==> src/rtl/riscv_pkg.sv <==
// Shared RV32 pipeline types and constants.
// Used by the fetch stage and its IF/ID register.
package riscv_pkg;

  localparam int XLEN = 32;
  localparam logic [31:0] NOP = 32'h0000_0013;

  typedef enum logic [1:0] {
    IDLE,
    FETCH,
    WAIT,
    HOLD
  } fetch_state_t;

  typedef struct packed {
    logic [XLEN-1:0] pc;
    logic [31:0]     instr;
    logic            fault;
  } fetch_entry_t;

endpackage

==> src/rtl/fetch_unit_if.sv <==
// Instruction-memory request/response bus.
// master = fetch side, slave = memory side.
interface fetch_unit_if;
  import riscv_pkg::*;

  logic            imem_req;
  logic [XLEN-1:0] imem_addr;
  logic            imem_rvalid;
  logic [31:0]     imem_rdata;

  modport master (
    output imem_req,
    output imem_addr,
    input  imem_rvalid,
    input  imem_rdata
  );

  modport slave (
    input  imem_req,
    input  imem_addr,
    output imem_rvalid,
    output imem_rdata
  );

endinterface

==> src/rtl/if_id_reg.sv <==
// IF/ID pipeline register: load, stall-hold, flush-clear.
// An empty slot always presents NOP with fault cleared.
module if_id_reg
  import riscv_pkg::*;
(
  input  logic            clk,
  input  logic            rst,
  input  logic            load,
  input  logic            flush,
  input  logic            id_ready,
  input  fetch_entry_t    entry,
  output logic            if_id_valid,
  output logic [XLEN-1:0] if_id_pc,
  output logic [XLEN-1:0] if_id_pc4,
  output logic [31:0]     if_id_instr,
  output logic            if_id_fault
);

  always_ff @(posedge clk) begin
    if (rst) begin
      if_id_valid <= 1'b0;
      if_id_pc    <= '0;
      if_id_pc4   <= '0;
      if_id_instr <= NOP;
      if_id_fault <= 1'b0;
    end else if (flush) begin
      if_id_valid <= 1'b0;
      if_id_instr <= NOP;
      if_id_fault <= 1'b0;
    end else if (load) begin
      if_id_valid <= 1'b1;
      if_id_pc    <= entry.pc;
      if_id_pc4   <= entry.pc + 32'd4;
      if_id_instr <= entry.instr;
      if_id_fault <= entry.fault;
    end else if (id_ready) begin
      if_id_valid <= 1'b0;
      if_id_instr <= NOP;
      if_id_fault <= 1'b0;
    end
  end

endmodule

==> src/rtl/fetch_unit.sv <==
// RV32 fetch stage: one outstanding imem request,
// one-entry hold buffer for decode stalls, flush discard.
module fetch_unit
  import riscv_pkg::*;
(
  input  logic            clk,
  input  logic            rst,
  input  logic [XLEN-1:0] pc_in,
  output logic            pc_en,
  fetch_unit_if.master    imem,
  input  logic            id_ready,
  input  logic            flush,
  output logic            if_id_valid,
  output logic [XLEN-1:0] if_id_pc,
  output logic [XLEN-1:0] if_id_pc4,
  output logic [31:0]     if_id_instr,
  output logic            if_id_fault
);

  fetch_state_t    state;
  fetch_state_t    state_nx;
  logic [XLEN-1:0] req_pc;
  logic            discard;
  fetch_entry_t    hold_q;
  fetch_entry_t    rsp_entry;
  fetch_entry_t    load_entry;

  logic misal;
  logic slot_free;
  logic rsp_evt;
  logic drop;
  logic accept;
  logic park;
  logic unload;
  logic load;

  // A misaligned PC in FETCH acts as an immediate faulted response.
  always_comb begin
    misal     = pc_in[1:0] != 2'b00;
    slot_free = !if_id_valid || id_ready;
    rsp_evt   = (state == FETCH && misal)
             || (state == WAIT && imem.imem_rvalid);
    drop      = flush || (state == WAIT && discard);
    accept    = rsp_evt && !drop && slot_free;
    park      = rsp_evt && !drop && !slot_free;
    unload    = state == HOLD && !flush && id_ready;
    rsp_entry.pc    = (state == FETCH) ? pc_in : req_pc;
    rsp_entry.instr = (state == FETCH) ? NOP : imem.imem_rdata;
    rsp_entry.fault = state == FETCH;
    load_entry = unload ? hold_q : rsp_entry;
  end

  assign load  = !rst && (accept || unload);
  assign pc_en = load;

  assign imem.imem_req  = !rst && state == FETCH && !misal;
  assign imem.imem_addr = imem.imem_req ? pc_in : '0;

  always_comb begin
    state_nx = state;
    unique case (state)
      IDLE:  state_nx = FETCH;
      FETCH: begin
        if (!misal)    state_nx = WAIT;
        else if (park) state_nx = HOLD;
        else           state_nx = FETCH;
      end
      WAIT: begin
        if (imem.imem_rvalid)
          state_nx = park ? HOLD : FETCH;
      end
      HOLD: begin
        if (flush || id_ready) state_nx = FETCH;
      end
    endcase
  end

  always_ff @(posedge clk) begin
    if (rst) begin
      state   <= IDLE;
      req_pc  <= '0;
      discard <= 1'b0;
      hold_q  <= '0;
    end else begin
      state <= state_nx;
      if (state == FETCH) begin
        req_pc  <= pc_in;
        discard <= 1'b0;
      end else if (state == WAIT && flush
                   && !imem.imem_rvalid) begin
        discard <= 1'b1;
      end
      if (park) hold_q <= rsp_entry;
    end
  end

  if_id_reg u_if_id (
    .clk         (clk),
    .rst         (rst),
    .load        (load),
    .flush       (flush),
    .id_ready    (id_ready),
    .entry       (load_entry),
    .if_id_valid (if_id_valid),
    .if_id_pc    (if_id_pc),
    .if_id_pc4   (if_id_pc4),
    .if_id_instr (if_id_instr),
    .if_id_fault (if_id_fault)
  );

endmodule
==> src/flat_wrapper.sv <==
// flat-port wrapper written by rule: the top's interface ports become plain ports
module fetch_unit_flat import riscv_pkg::*;
  (clk, rst, pc_in, pc_en, id_ready, flush, if_id_valid, if_id_pc, if_id_pc4, if_id_instr, if_id_fault, imem_imem_req, imem_imem_addr, imem_imem_rvalid, imem_imem_rdata);
  fetch_unit_if imem_i ();
  input  logic clk;
  input  logic rst;
  input  logic [XLEN-1:0] pc_in;
  output logic pc_en;
  input  logic id_ready;
  input  logic flush;
  output logic if_id_valid;
  output logic [XLEN-1:0] if_id_pc;
  output logic [XLEN-1:0] if_id_pc4;
  output logic [31:0] if_id_instr;
  output logic if_id_fault;
  output wire logic [$bits(imem_i.imem_req)-1:0] imem_imem_req;
  output wire logic [$bits(imem_i.imem_addr)-1:0] imem_imem_addr;
  input wire logic [$bits(imem_i.imem_rvalid)-1:0] imem_imem_rvalid;
  input wire logic [$bits(imem_i.imem_rdata)-1:0] imem_imem_rdata;
  assign imem_imem_req = imem_i.imem_req;
  assign imem_imem_addr = imem_i.imem_addr;
  assign imem_i.imem_rvalid = imem_imem_rvalid;
  assign imem_i.imem_rdata = imem_imem_rdata;
  fetch_unit u_core (.clk(clk), .rst(rst), .pc_in(pc_in), .pc_en(pc_en), .imem(imem_i), .id_ready(id_ready), .flush(flush), .if_id_valid(if_id_valid), .if_id_pc(if_id_pc), .if_id_pc4(if_id_pc4), .if_id_instr(if_id_instr), .if_id_fault(if_id_fault));
endmodule
==> config.mk <==
export PLATFORM = sky130hd
export DESIGN_NAME = fetch_unit_flat
export DESIGN_NICKNAME = d
export VERILOG_FILES = /design/src/rtl/riscv_pkg.sv /design/src/rtl/fetch_unit_if.sv /design/src/rtl/if_id_reg.sv /design/src/rtl/fetch_unit.sv /design/src/flat_wrapper.sv
export SDC_FILE = /design/constraint.sdc
export NUM_CORES = 1
export LEC_CHECK = 0
export CAP_MARGIN = 20
export CORE_ASPECT_RATIO = 1.75
export CORE_UTILIZATION = 45
export CTS_CLUSTER_DIAMETER = 100
export CTS_CLUSTER_SIZE = 14
export DETAILED_ROUTE_END_ITERATION = 10
export PLACE_DENSITY = 0.86
export SETUP_SLACK_MARGIN = 0.1
export SKIP_LAST_GASP = 1
export SLEW_MARGIN = 10
export SYNTH_ARGS = -nofsm -noshare
export SYNTH_HDL_FRONTEND = slang
export SYNTH_HIERARCHICAL = 1
export SYNTH_SLANG_ARGS = --single-unit
export TNS_END_PERCENT = 50
==> constraint.sdc <==
create_clock -name clk -period 3.2 [get_ports clk]
set_clock_uncertainty 0.15 [all_clocks]
set_input_delay 0.8 -clock clk [delete_from_list [all_inputs] [get_ports clk]]
set_output_delay 0.8 -clock clk [all_outputs]
set_load 0.05 [all_outputs]
==> results.sh <==
export IMPL_synth_seq_cells=196
export IMPL_max_freq_mhz=303
export IMPL_grt_pass1_vias=8792
export IMPL_port_buffers=198
export IMPL_ctsHoldBuffers=0
export IMPL_status="finished with violations"
export IMPL_antenna_found_initial=2
export IMPL_synth_edff_count=0
export IMPL_hold_violations=0
export IMPL_ff2ff_path_depth=11
export IMPL_postRouteAntennaNets=0
export IMPL_synthArstFlopShare_pct=0
export IMPL_start_util_pct=46.0
export IMPL_critPathSlowestCell="or4_1"
export IMPL_die_w_um=108
export IMPL_power_density_nw_per_um2=415
export IMPL_cts_tree="yes"
export IMPL_root_buffer="clkbuf_16"
export IMPL_violations="negative setup slack"
export IMPL_ctsLongestPathBuffers=2
export IMPL_relSlewSlack_pct=52.2
export IMPL_cp_data_required_time_ps=3360
export IMPL_grt_setup_unrepaired="yes"
export IMPL_setup_viol=1
export IMPL_drt_initial_drc_count=512
export IMPL_cpLargestDelayFamily="simple AND/OR/NAND/NOR gates"
export IMPL_place_area_um2=12000
export IMPL_track_usage_pct=27.0
export IMPL_leakagePower_nw=4.81
export IMPL_avgRoutedWirePerCell_um=17.8
export IMPL_path_depth=11
export IMPL_worst_path_buf_inv=4
export IMPL_globalplace_congestion=0.873
export IMPL_cts_buffers=17
export IMPL_synth_cells=1103
export IMPL_vias=9143
export IMPL_drc=0
export IMPL_slew_viol_final=0
export IMPL_synth_warnings=6
export IMPL_whs_path_depth=2
export IMPL_synth_main_ff_cell="dfxtp_1"
export IMPL_cap_violations=0
export IMPL_fin_crit_sh_pct=103
export IMPL_end_kind="flop"
export IMPL_grt_max_degree=167
export IMPL_crit_chain="inv_2 -> ha_4 -> bufbuf_16 -> mux2i_2 -> a21oi_4 -> nand4_1 -> buf_4 -> buf_4 -> or4_1 -> or3_1 -> a311oi_1"
export IMPL_clk_latency_ps=430
export IMPL_critical_path_max_stage_delay_ps=510
export IMPL_dieArea_um2=20200
export IMPL_grt_pass1_wl_um=42800
export IMPL_cp_arrival_ps=3470
export IMPL_worstMarginPinSlew_ps=718
export IMPL_path_class="flop to flop"
export IMPL_place_hpwl_um=17300
export IMPL_nNetsFinal=1436
export IMPL_clkSlewWorstSetupHoldPaths_ps=90
export IMPL_worst_slack_ps=-105
export IMPL_synth_seq_area_share_pct=44.5
export IMPL_synth_cell_types=47
export IMPL_hp_class="flop to flop"
export IMPL_pre_cts_slack_ps=-560
export IMPL_clock_sinks=196
export IMPL_gr_total_overflow=0
export IMPL_synth_area_um2=8820
export IMPL_via_per_inst=5.65
export IMPL_cp_common_cell="buf_4"
export IMPL_first_pass_iters=6
export IMPL_cp_max_fo=11
export IMPL_stdcell_area_um2=13200
export IMPL_rows=67
export IMPL_areaGrowthSynthToFinish_pct=50.1
export IMPL_htreeDepth=4
export IMPL_routed_wl_um=28800
export IMPL_start_kind="flop"
export IMPL_core_um2=19200
export IMPL_vdd_ir_drop_worst_v=0.000328
export IMPL_io_pins=201
export IMPL_finalCriticalPeriod_ps=3300
export IMPL_drive_above_1_share_pct=20.2
export IMPL_die_h_um=187
export IMPL_synth_area_per_cell_um2=8.00
## logic make-up (layout without fill, tap and decap cells)
| kind of cell | Yosys count | after routing | share of synthesized area (%) |
|---|---|---|---|
| muxes | 32 | 32 | 3.63 |
| other | 1 | 4 | 0.0425 |
| xor gates and xnor gates | 12 | 12 | 1.19 |
| AOI/OAI and AO/OA | 248 | 248 | 16.8 |
| and+or+nand+nor | 510 | 510 | 28.0 |
| adders and majority gates | 4 | 4 | 0.567 |
| DFF | 196 | 196 | 44.5 |
| buffers and inverters | 100 | 372 | 5.29 |
## power breakdown
part | switching, W | total [W] | internal (W)
Combinational | 0.000493 | 0.000914 | 0.000421
Sequential | 0.0000226 | 0.00251 | 0.00248
Clock | 0.00102 | 0.00208 | 0.00106
Total | 0.00154 | 0.00550 | 0.00396
## routing by layer
layer	routed length [um]	GRT usage (%)	share of wire, %	vias to the layer above
met5	0	0	0	-
met4	1800	15.9	6.2	0
met3	1830	4.60	6.3	126
met2	15000	49.7	52	448
met1	10200	27.9	36	4297
li1	-	-	-	4272
## sequential cells by signal, summed over array words and instances, names as in the netlist
name / count
u_core/hold_q: 65
u_core/state: 2
u_core/u_if_id/if_id_instr: 32
u_core/u_if_id/if_id_pc4: 30
u_core/u_if_id/if_id_pc: 32
u_core/discard: 1
u_core/req_pc: 32
u_core/u_if_id/if_id_valid: 1
u_core/u_if_id/if_id_fault: 1
## what timing repair did
| item | CTS | global route |
|---|---|---|
| gates cloned | 5 | 2 |
| pin swaps | 9 | 15 |
| buffers inserted | 11 | 14 |
| gates resized for setup | 23 | 57 |
| endpoints found under the setup margin | 45 | 47 |
## cell type report
cell class              count  area [um^2]
well taps                 241          302
clock inverters            14          139
fillers                  1366         5950
diodes                      2         5.00
repair buffers            333         3610
multi-input cells         808         4790
clock buffers              18          439
inverters                   7         26.3
flip-flops and latches    196         3930
## tightest hold or removal path: stages (launching register included)
cell,delay [ps]
dfxtp_1,310
nand2_1,50
a21oi_1,50
## synth_stat cells, types with 5 or more instances
master	count	area (um^2)
a21oi_1	133	666
nand2b_1	60	375
and3_1	5	31.3
and4_1	5	43.8
inv_1	7	26.3
buf_4	6	45.0
xor2_1	6	52.6
buf_6	8	90.1
clkbuf_1	64	240
or3_1	7	43.8
nand2_1	136	510
nor3b_1	33	248
mux2i_1	32	320
a211oi_1	50	375
dfxtp_1	196	3920
xnor2_1	6	52.6
nor2b_1	6	37.5
buf_1	8	30.0
a311oi_1	9	78.8
nor3_1	12	60.1
nand4_1	6	37.5
nand3_1	14	70.1
nor2_1	173	649
buf_2	7	35.0
and2_1	33	206
nor4_1	7	43.8
o21ai_0	41	205
## placed cells by master (no fill, tap or decap), drive strengths merged, types with 6 or more instances in the layout
cell type	netlist	routed
or3	7	7
nor2	173	173
nand2b	60	60
xor2	6	6
nand3	14	14
nor4	8	8
a21oi	134	134
nor2b	6	6
and2	33	33
xnor2	6	6
a311oi	9	9
a211oi	52	52
inv	7	14
nor3	12	12
clkbuf	64	22
buf	29	164
mux2i	32	32
nor3b	33	33
nand2	138	138
dfxtp	196	196
nand4	7	7
o21ai	43	43
clkdlybuf4s50	0	161
## final timing paths
check                     from                      endpoint  slack (ps)
max            u_core/state[1]  u_core/u_if_id/if_id_pc4[19]        -100
min reg2reg  u_core/hold_q[30]             u_core/hold_q[30]         310
max reg2reg    u_core/state[1]  u_core/u_if_id/if_id_pc4[19]        -100
min          u_core/hold_q[30]             u_core/hold_q[30]         310
## stage by stage
| stage | hold slack (ps) | util (%) | setup TNS (ps) | power, W | std cells |
|---|---|---|---|---|---|
| floorplan | 287 | - | -0.555 | 0.00299 | 1104 |
| global placement | 292 | 62.6 | -14690 | 0.00334 | 1553 |
| detailed placement | 297 | 62.6 | -21810 | 0.00336 | 1553 |
| CTS | 306 | 67.3 | 0 | 0.00547 | 1601 |
| global route | 327 | 69.0 | -249 | 0.00568 | 1619 |
| finish | 306 | 69.0 | -105 | 0.00550 | 1619 |
(Power assumes the default switching activity.)
